**src/rtl/wb_port_arbiter.sv**
```systemverilog
// Register-file write-port arbiter: pipeline writeback has priority, and late
// multi-cycle-unit results queue in a small FIFO until the port is free.
module wb_port_arbiter #(
  parameter int FIFO_DEPTH = 2,
  parameter int MAX_WAIT   = 4
) (
  input  logic        CLK,
  input  logic        RST_N,
  input  logic        Reg_Write_W,
  input  logic [4:0]  Rd_W,
  input  logic [31:0] Result_W,
  input  logic        MC_Valid,
  input  logic [4:0]  MC_Rd,
  input  logic [31:0] MC_Data,
  output logic        MC_Ready,
  output logic        RF_Write_En,
  output logic [4:0]  RF_Rd,
  output logic [31:0] RF_Data,
  input  logic [4:0]  Rs1_D,
  input  logic [4:0]  Rs2_D,
  output logic        Hazard_D,
  output logic        Stall_Req,
  output logic        Pending
);

  localparam int AW = $clog2(FIFO_DEPTH);
  localparam int CW = AW + 1;
  localparam int WW = $clog2(MAX_WAIT + 1);

  logic [FIFO_DEPTH-1:0] r_vld;
  logic [4:0]            r_rd   [FIFO_DEPTH];
  logic [31:0]           r_data [FIFO_DEPTH];
  logic [AW-1:0]         r_wptr;
  logic [AW-1:0]         r_rptr;
  logic [CW-1:0]         r_count;
  logic [WW-1:0]         r_wait;
  logic                  r_stall;

  logic [FIFO_DEPTH-1:0] w_vld_next;
  logic [FIFO_DEPTH-1:0] w_squash;
  logic [FIFO_DEPTH-1:0] w_match;
  logic                  w_pipe_req;
  logic                  w_nonempty;
  logic                  w_head_vld;
  logic                  w_head_squash;
  logic                  w_deq;
  logic                  w_enq;
  logic [CW-1:0]         w_count_next;
  logic [WW-1:0]         w_wait_next;
  logic                  w_stall_next;

  assign w_pipe_req    = Reg_Write_W && (Rd_W != 5'd0);
  assign w_nonempty    = (r_count != '0);
  assign w_head_vld    = w_nonempty && r_vld[r_rptr];
  assign w_head_squash = w_squash[r_rptr];
  // Any occupied head (valid or squashed) leaves whenever the pipeline is silent.
  assign w_deq         = w_nonempty && !w_pipe_req;
  assign MC_Ready      = (r_count < CW'(FIFO_DEPTH));
  assign w_enq         = MC_Valid && MC_Ready && (MC_Rd != 5'd0);

  generate
    for (genvar gi = 0; gi < FIFO_DEPTH; gi++) begin : g_entry
      assign w_squash[gi] = w_pipe_req && r_vld[gi] && (r_rd[gi] == Rd_W);
      assign w_match[gi]  = r_vld[gi] &&
                            (((Rs1_D != 5'd0) && (r_rd[gi] == Rs1_D)) ||
                             ((Rs2_D != 5'd0) && (r_rd[gi] == Rs2_D)));
      // A fresh enqueue wins over a squash of the same register this cycle.
      assign w_vld_next[gi] = (w_enq && (r_wptr == AW'(gi))) ? 1'b1 :
                              (w_deq && (r_rptr == AW'(gi))) ? 1'b0 :
                              w_squash[gi]                   ? 1'b0 :
                                                               r_vld[gi];
    end
  endgenerate

  assign Hazard_D  = |w_match;
  assign Pending   = |r_vld;
  assign Stall_Req = r_stall;

  always_comb begin
    RF_Write_En = 1'b0;
    RF_Rd       = 5'd0;
    RF_Data     = 32'd0;
    if (w_pipe_req) begin
      RF_Write_En = 1'b1;
      RF_Rd       = Rd_W;
      RF_Data     = Result_W;
    end else if (w_head_vld) begin
      RF_Write_En = 1'b1;
      RF_Rd       = r_rd[r_rptr];
      RF_Data     = r_data[r_rptr];
    end
  end

  always_comb begin
    w_count_next = r_count;
    if (w_enq && !w_deq)
      w_count_next = r_count + 1'b1;
    else if (!w_enq && w_deq)
      w_count_next = r_count - 1'b1;

    w_wait_next = '0;
    if (w_head_vld && w_pipe_req && !w_head_squash)
      w_wait_next = (r_wait == WW'(MAX_WAIT)) ? r_wait : r_wait + 1'b1;

    w_stall_next = r_stall;
    if (w_vld_next == '0)
      w_stall_next = 1'b0;
    else if (w_wait_next == WW'(MAX_WAIT))
      w_stall_next = 1'b1;
  end

  always_ff @(posedge CLK or negedge RST_N) begin
    if (!RST_N) begin
      r_vld   <= '0;
      r_wptr  <= '0;
      r_rptr  <= '0;
      r_count <= '0;
      r_wait  <= '0;
      r_stall <= 1'b0;
    end else begin
      r_vld   <= w_vld_next;
      r_count <= w_count_next;
      r_wait  <= w_wait_next;
      r_stall <= w_stall_next;
      if (w_enq) r_wptr <= r_wptr + 1'b1;
      if (w_deq) r_rptr <= r_rptr + 1'b1;
    end
  end

  // Payload storage needs no reset; the valid bits qualify every read.
  always_ff @(posedge CLK) begin
    if (w_enq) begin
      r_rd[r_wptr]   <= MC_Rd;
      r_data[r_wptr] <= MC_Data;
    end
  end

endmodule

```
**config.mk**
```make
export PLATFORM = sky130hd
export DESIGN_NAME = wb_port_arbiter
export DESIGN_NICKNAME = d
export VERILOG_FILES = /design/src/rtl/wb_port_arbiter.sv
export SDC_FILE = /design/constraint.sdc
export NUM_CORES = 1
export LEC_CHECK = 0
export CAP_MARGIN = 40
export CORE_ASPECT_RATIO = 0.8
export CORE_MARGIN = 3
export CORE_UTILIZATION = 35
export DETAILED_ROUTE_END_ITERATION = 16
export PLACE_DENSITY_LB_ADDON = 0.3
export SLEW_MARGIN = 20
export SYNTH_ARGS = -nofsm -noshare
export SYNTH_HDL_FRONTEND = slang
export SYNTH_SLANG_ARGS = --single-unit
```
**constraint.sdc**
```tcl
create_clock -name CLK -period 3 [get_ports CLK]
set_clock_uncertainty 0.05 [all_clocks]
set_input_delay 0.45 -clock CLK [delete_from_list [all_inputs] [get_ports CLK]]
set_output_delay 0.45 -clock CLK [all_outputs]
set_load 0.01 [all_outputs]
```
Yosys cells after proc, flatten, opt, wreduce, memory -nomap -nowiden
Memories as Yosys holds them, arrays and structs flattened.
Cells that the tools add are included.
{"block": "word_totals", "regBits": 10, "ramBits": 74, "input_bits": 88, "out_inout_bits": 42, "word_cells": 88, "n_memories": 2}
{"name": "r_data", "words": 2, "width": 32, "read_ports": 1, "rd_clocked_by_memory_dff": 0, "write_ports": 1, "line": "32", "rtl": "logic [31:0] r_data [FIFO_DEPTH];"}
{"name": "r_rd", "words": 2, "width": 5, "read_ports": 3, "rd_clocked_by_memory_dff": 0, "write_ports": 1, "line": "31", "rtl": "logic [4:0] r_rd [FIFO_DEPTH];"}
{"block": "op_classes", "n_addsub": 5, "n_lt_le_gt_ge": 2, "eq_ne": 8, "muxes": 24, "n_bitwise": 2, "reduce_logical": 39}
{"op": "32-bit 2-to-1 mux", "n": 2}
{"op": "5-bit equality test", "n": 6}
{"op": "1-bit logical AND", "n": 23}
{"op": "5-bit nonzero test", "n": 4}
{"op": "1-bit 2-to-1 mux", "n": 16}
{"op": "5-bit 2-to-1 mux", "n": 2}
{"op": "3-bit equality test, second input constant", "n": 2}
{"op": "3-bit 2-to-1 mux", "n": 2}
{"op": "2-bit nonzero test", "n": 3}
{"op": "1-bit zero test", "n": 4}
{"op": "2-bit 2-to-1 mux", "n": 2}
{"op": "2-bit OR reduction", "n": 2}
{"op": "3-bit by 1-bit adder with 3-bit output, second input constant", "n": 1}
{"op": "1-bit adder, second input constant", "n": 2}
{"op": "2-bit by 1-bit adder with 2-bit output, second input constant", "n": 1}
{"op": "2-bit zero test", "n": 1}
{"op": "1-bit logical OR", "n": 2}
{"op": "1-bit by 2-bit < comparator with 1-bit output, second input constant", "n": 1}
{"op": "2-bit < comparator, second input constant", "n": 1}
{"op": "1-bit inverter", "n": 2}
{"op": "2-bit by 1-bit subtractor with 2-bit output, second input constant", "n": 1}

Depth between registers and ports, before layout
{"block": "depth", "ltp_word": 12, "mapped_depth": 9, "ltp_nobuf": 8}

Least setup slack after synthesis
Ideal clock, no wire load.
{"block": "synth_timing", "path_type": "flip-flop to flip-flop", "startpoint": "register r_count[1]", "endpoint": "memory r_data[0][0] (enable)", "setup_time_ns": 0.437, "arrival_ns": 2.487, "t_required_ns": 2.513, "slack_ns": 0.026, "path_stages_with_launch": 4, "path_buffers": 0, "period_less_slack_ns": 2.974, "path_cell_list": "dfrtp_1 inv_1 o311a_1 nor2b_1"}
{"block": "synth_between", "elab_chain_len": 5}
{"element": "start: declaration", "line": "35", "rtl": "logic [CW-1:0] r_count;"}
{"element": "start signal: assignment", "line": "122", "rtl": "r_count <= w_count_next;"}
{"element": "2-bit < comparator", "line": "58", "rtl": "assign MC_Ready = (r_count < CW'(FIFO_DEPTH));"}
{"element": "via MC_Ready", "line": "15", "rtl": "output logic MC_Ready,"}
{"element": "1-bit logical AND (2 in a row)", "line": "59", "rtl": "assign w_enq = MC_Valid && MC_Ready && (MC_Rd != 5'd0);"}
{"element": "1-bit 2-to-1 mux", "line": "132", "rtl": "if (w_enq) begin"}
{"element": "1-bit 2-to-1 mux (not written as such)", "line": "134", "rtl": "r_data[r_wptr] <= MC_Data;"}
{"element": "end: declaration", "line": "32"}
The timed path passes the listed nets, and every way through them passes these cells.

Worst setup path in the final report
{"block": "layout_timing", "startpoint": "input Rd_W[0]", "endpoint": "output RF_Data[5]"}
{"block": "layout_between", "elab_chain_len": 3}
{"element": "start: declaration", "line": "10", "rtl": "input logic [4:0] Rd_W,"}
{"element": "5-bit nonzero test", "line": "52", "rtl": "assign w_pipe_req = Reg_Write_W && (Rd_W != 5'd0);"}
{"element": "1-bit logical AND", "line": "52"}
{"element": "32-bit 2-to-1 mux", "line": "83", "rtl": "if (w_pipe_req) begin"}
{"element": "end: declaration", "line": "18", "rtl": "output logic [31:0] RF_Data,"}
Every way passes these cells.

==> metrics.cfg <==
[logic_synthesis]
avgSynthCellArea_um2=13.0
ys.flop_type=edfxtp_1
yosys_warnings=0
ys_seq_area_share_pct=60.8
yosysUniqueCellTypes=41
synth-edff-count=74
syn_nets=403
async_flop_share_pct=11.9
synthCells=312
ys_seq_elements=84
synth_area_um2=4070

[global_route]
grt.overflow.total=0
antenna_found_initial=0
track_usage_pct=15.5
grt_pass1_wl_mm=15.6
grt_pass1_vias=3121
grt_start_max_net_pins=41

[route]
vias_per_cell=4.97
routedWlPerCell_um=16.6
ant_nets=0
drcViolationCount=0
drt-pass1-iter-count=4
route.final.wire_length_mm=9.97
vias=2989
drt_iter0_drc=161

[pwr]
seq_power_share_pct=38.7
swShare_pct=32.6
power_switching_uw=1400
power_uw=4300
p_comb_share_pct=36.4
ir_drop_mv=0.348
internal_power_uw=2900
p_leak_uw=0.00228
power.density_nw_per_um2=726
clkPwrFrac_pct=24.9

[setup_path]
arrival_ns=2.42
crit_end=RF_Data[5]
worst_r2r_path_depth=7
cp-startpoint=Rd_W[0]
cp-end-kind=primary output
cp.required_ns=2.50
path_max_fanout=40
path_class=in2out
rrSetupSlack_ns=0.93
r2r_start=r_wait[0]
r2r-end=Stall_Req
start_kind=input port

[sta]
rsz0062_at_grt=false
relSlewSlack_pct=61.5
worst_pin_slew_ns=0.576
fin_crit_sh_pct=97.3
finalCriticalPeriod_ns=2.92
maxClockFrequency_ghz=0.343
hold_viol=0
setup_violations=0
setup_slack_ns=0.0806
slew_violations=0

[finish]
seqCellArea_um2=2470
post-route-util_pct=53.4
nFillCells=960
drive_above_1_share_pct=10.0
area_delta_synth_final_pct=45.7
post-route-cell-area_um2=5930
antenna_cells=0
final_common_cell=clkdlybuf4s50_1
final_cell_mix=clkdlybuf4s50_1 (92), edfxtp_1 (74), nand2_1 (41), o31ai_1 (39), mux2i_1 (37)
nNetsFinal=544
multi_input_area_um2=1550

[placement]
post-dp-hpwl_mm=7.46
place_area_um2=5670
gp_congestion=0.868
post-place-ws_ns=-0.206
io_buffers=129

[die]
num_rows=34
start_util_pct=36.6
die_y_um=102
core_area_um2=11100
die_area_um2=13000
io_pins=130
fp.dieW_um=127

[outcome]
status=finished, final reports clean

[cts]
h-tree-depth=3
cts_root_buf=clkbuf_16
cts_tree=built
clk_pin_slew_ns=0.06
numCtsBuffers=9
clockBufferDepth=2
clk_latency_ns=0.33
clock_sinks=84

[job]
drv_cap=0

[min_path]
hold_path.class=in2async

==> synthesized netlist by cell type (all sizes together) (5+ instances only) <==
library cell | n | area share (%)
nand4 | 5 | 0.77
inv | 6 | 0.55
clkbuf | 11 | 1.0
nand2 | 41 | 3.8
edfxtp | 74 | 55
nor3 | 6 | 0.74
o31ai | 41 | 7.9
mux2i | 37 | 9.1
xor2 | 17 | 3.7
nor2 | 10 | 1.3
buf | 5 | 0.68
xnor2 | 18 | 3.9
dfrtp | 10 | 6.2
==> worst max-delay path, cell delays in order <==
cell             delay, ns
clkdlybuf4s50_1       0.44
or3_4                 0.41
o31a_4                0.33
buf_12                0.18
o31ai_1               0.28
dlygate4sd2_1         0.30
==> state kept, by name, summed over array words and instances, names as in the netlist <==
name	cells
Stall_Req	1
r_wptr	1
r_wait	3
r_count	2
r_rd	10
r_data	64
r_rptr	1
r_vld	2
==> cells by family after synthesis <==
family                     synth area share, %
and+or+nand+nor                           9.84
muxes                                     9.10
xor gates and xnor gates                  7.53
buffers and inverters                     2.24
adders and majority gates                0.923
DFF                                       60.8
AOI/OAI and AO/OA                         9.59
==> through the flow <==
stage,TNS (ns),hold slack [ns],instances
global placement,-4.74,0.460,586
global route,0,0.412,602
finish,0,0.392,602
CTS,0,0.403,602
floorplan,0,0.104,312
detailed placement,-5.64,0.477,586
==> how the worst min path moves through the flow <==
stage | slack, ns | end | start
after floorplan | 0.10 | Stall_Req | RST_N
after global placement | 0.46 | Stall_Req | Stall_Req
after detailed placement | 0.48 | Stall_Req | Stall_Req
after CTS | 0.40 | r_count[1] | RST_N
after global routing | 0.41 | r_count[1] | RST_N
final | 0.39 | r_count[1] | RST_N
==> layout make-up <==
type	instances	share of cell area [%]
tap	144	3.04
inverter	6	0.380
multi-input combinational	206	26.1
clock buffer	10	3.86
clock inverter	6	1.06
timing repair buffer	146	23.8
sequential	84	41.7
==> routing by layer <==
metal	vias up	global-route usage, %	part of all wire (%)
met5	-	0	0
met4	0	4.78	1.2
met3	11	4.91	8.0
met2	104	25.6	46
met1	1417	19.7	45
li1	1457	-	-
==> power groups by stage <==
stage                     clock [µW]  combinational, µW  sequential, µW
after global routing            1140               1720            1690
after CTS                       1090               1600            1670
after floorplan                    0                929            1650
after global placement             0               1640            1680
after detailed placement           0               1660            1690
final                           1070               1560            1670
==> what timing repair did <==
item	4_1_cts	5_1_grt
resized for setup	39	10
setup buffers	0	0
endpoints found under the hold margin	0	0
setup endpoints to repair	37	13
hold buffers	0	0
No activity file was read; power rests on OpenSTA's default activity.
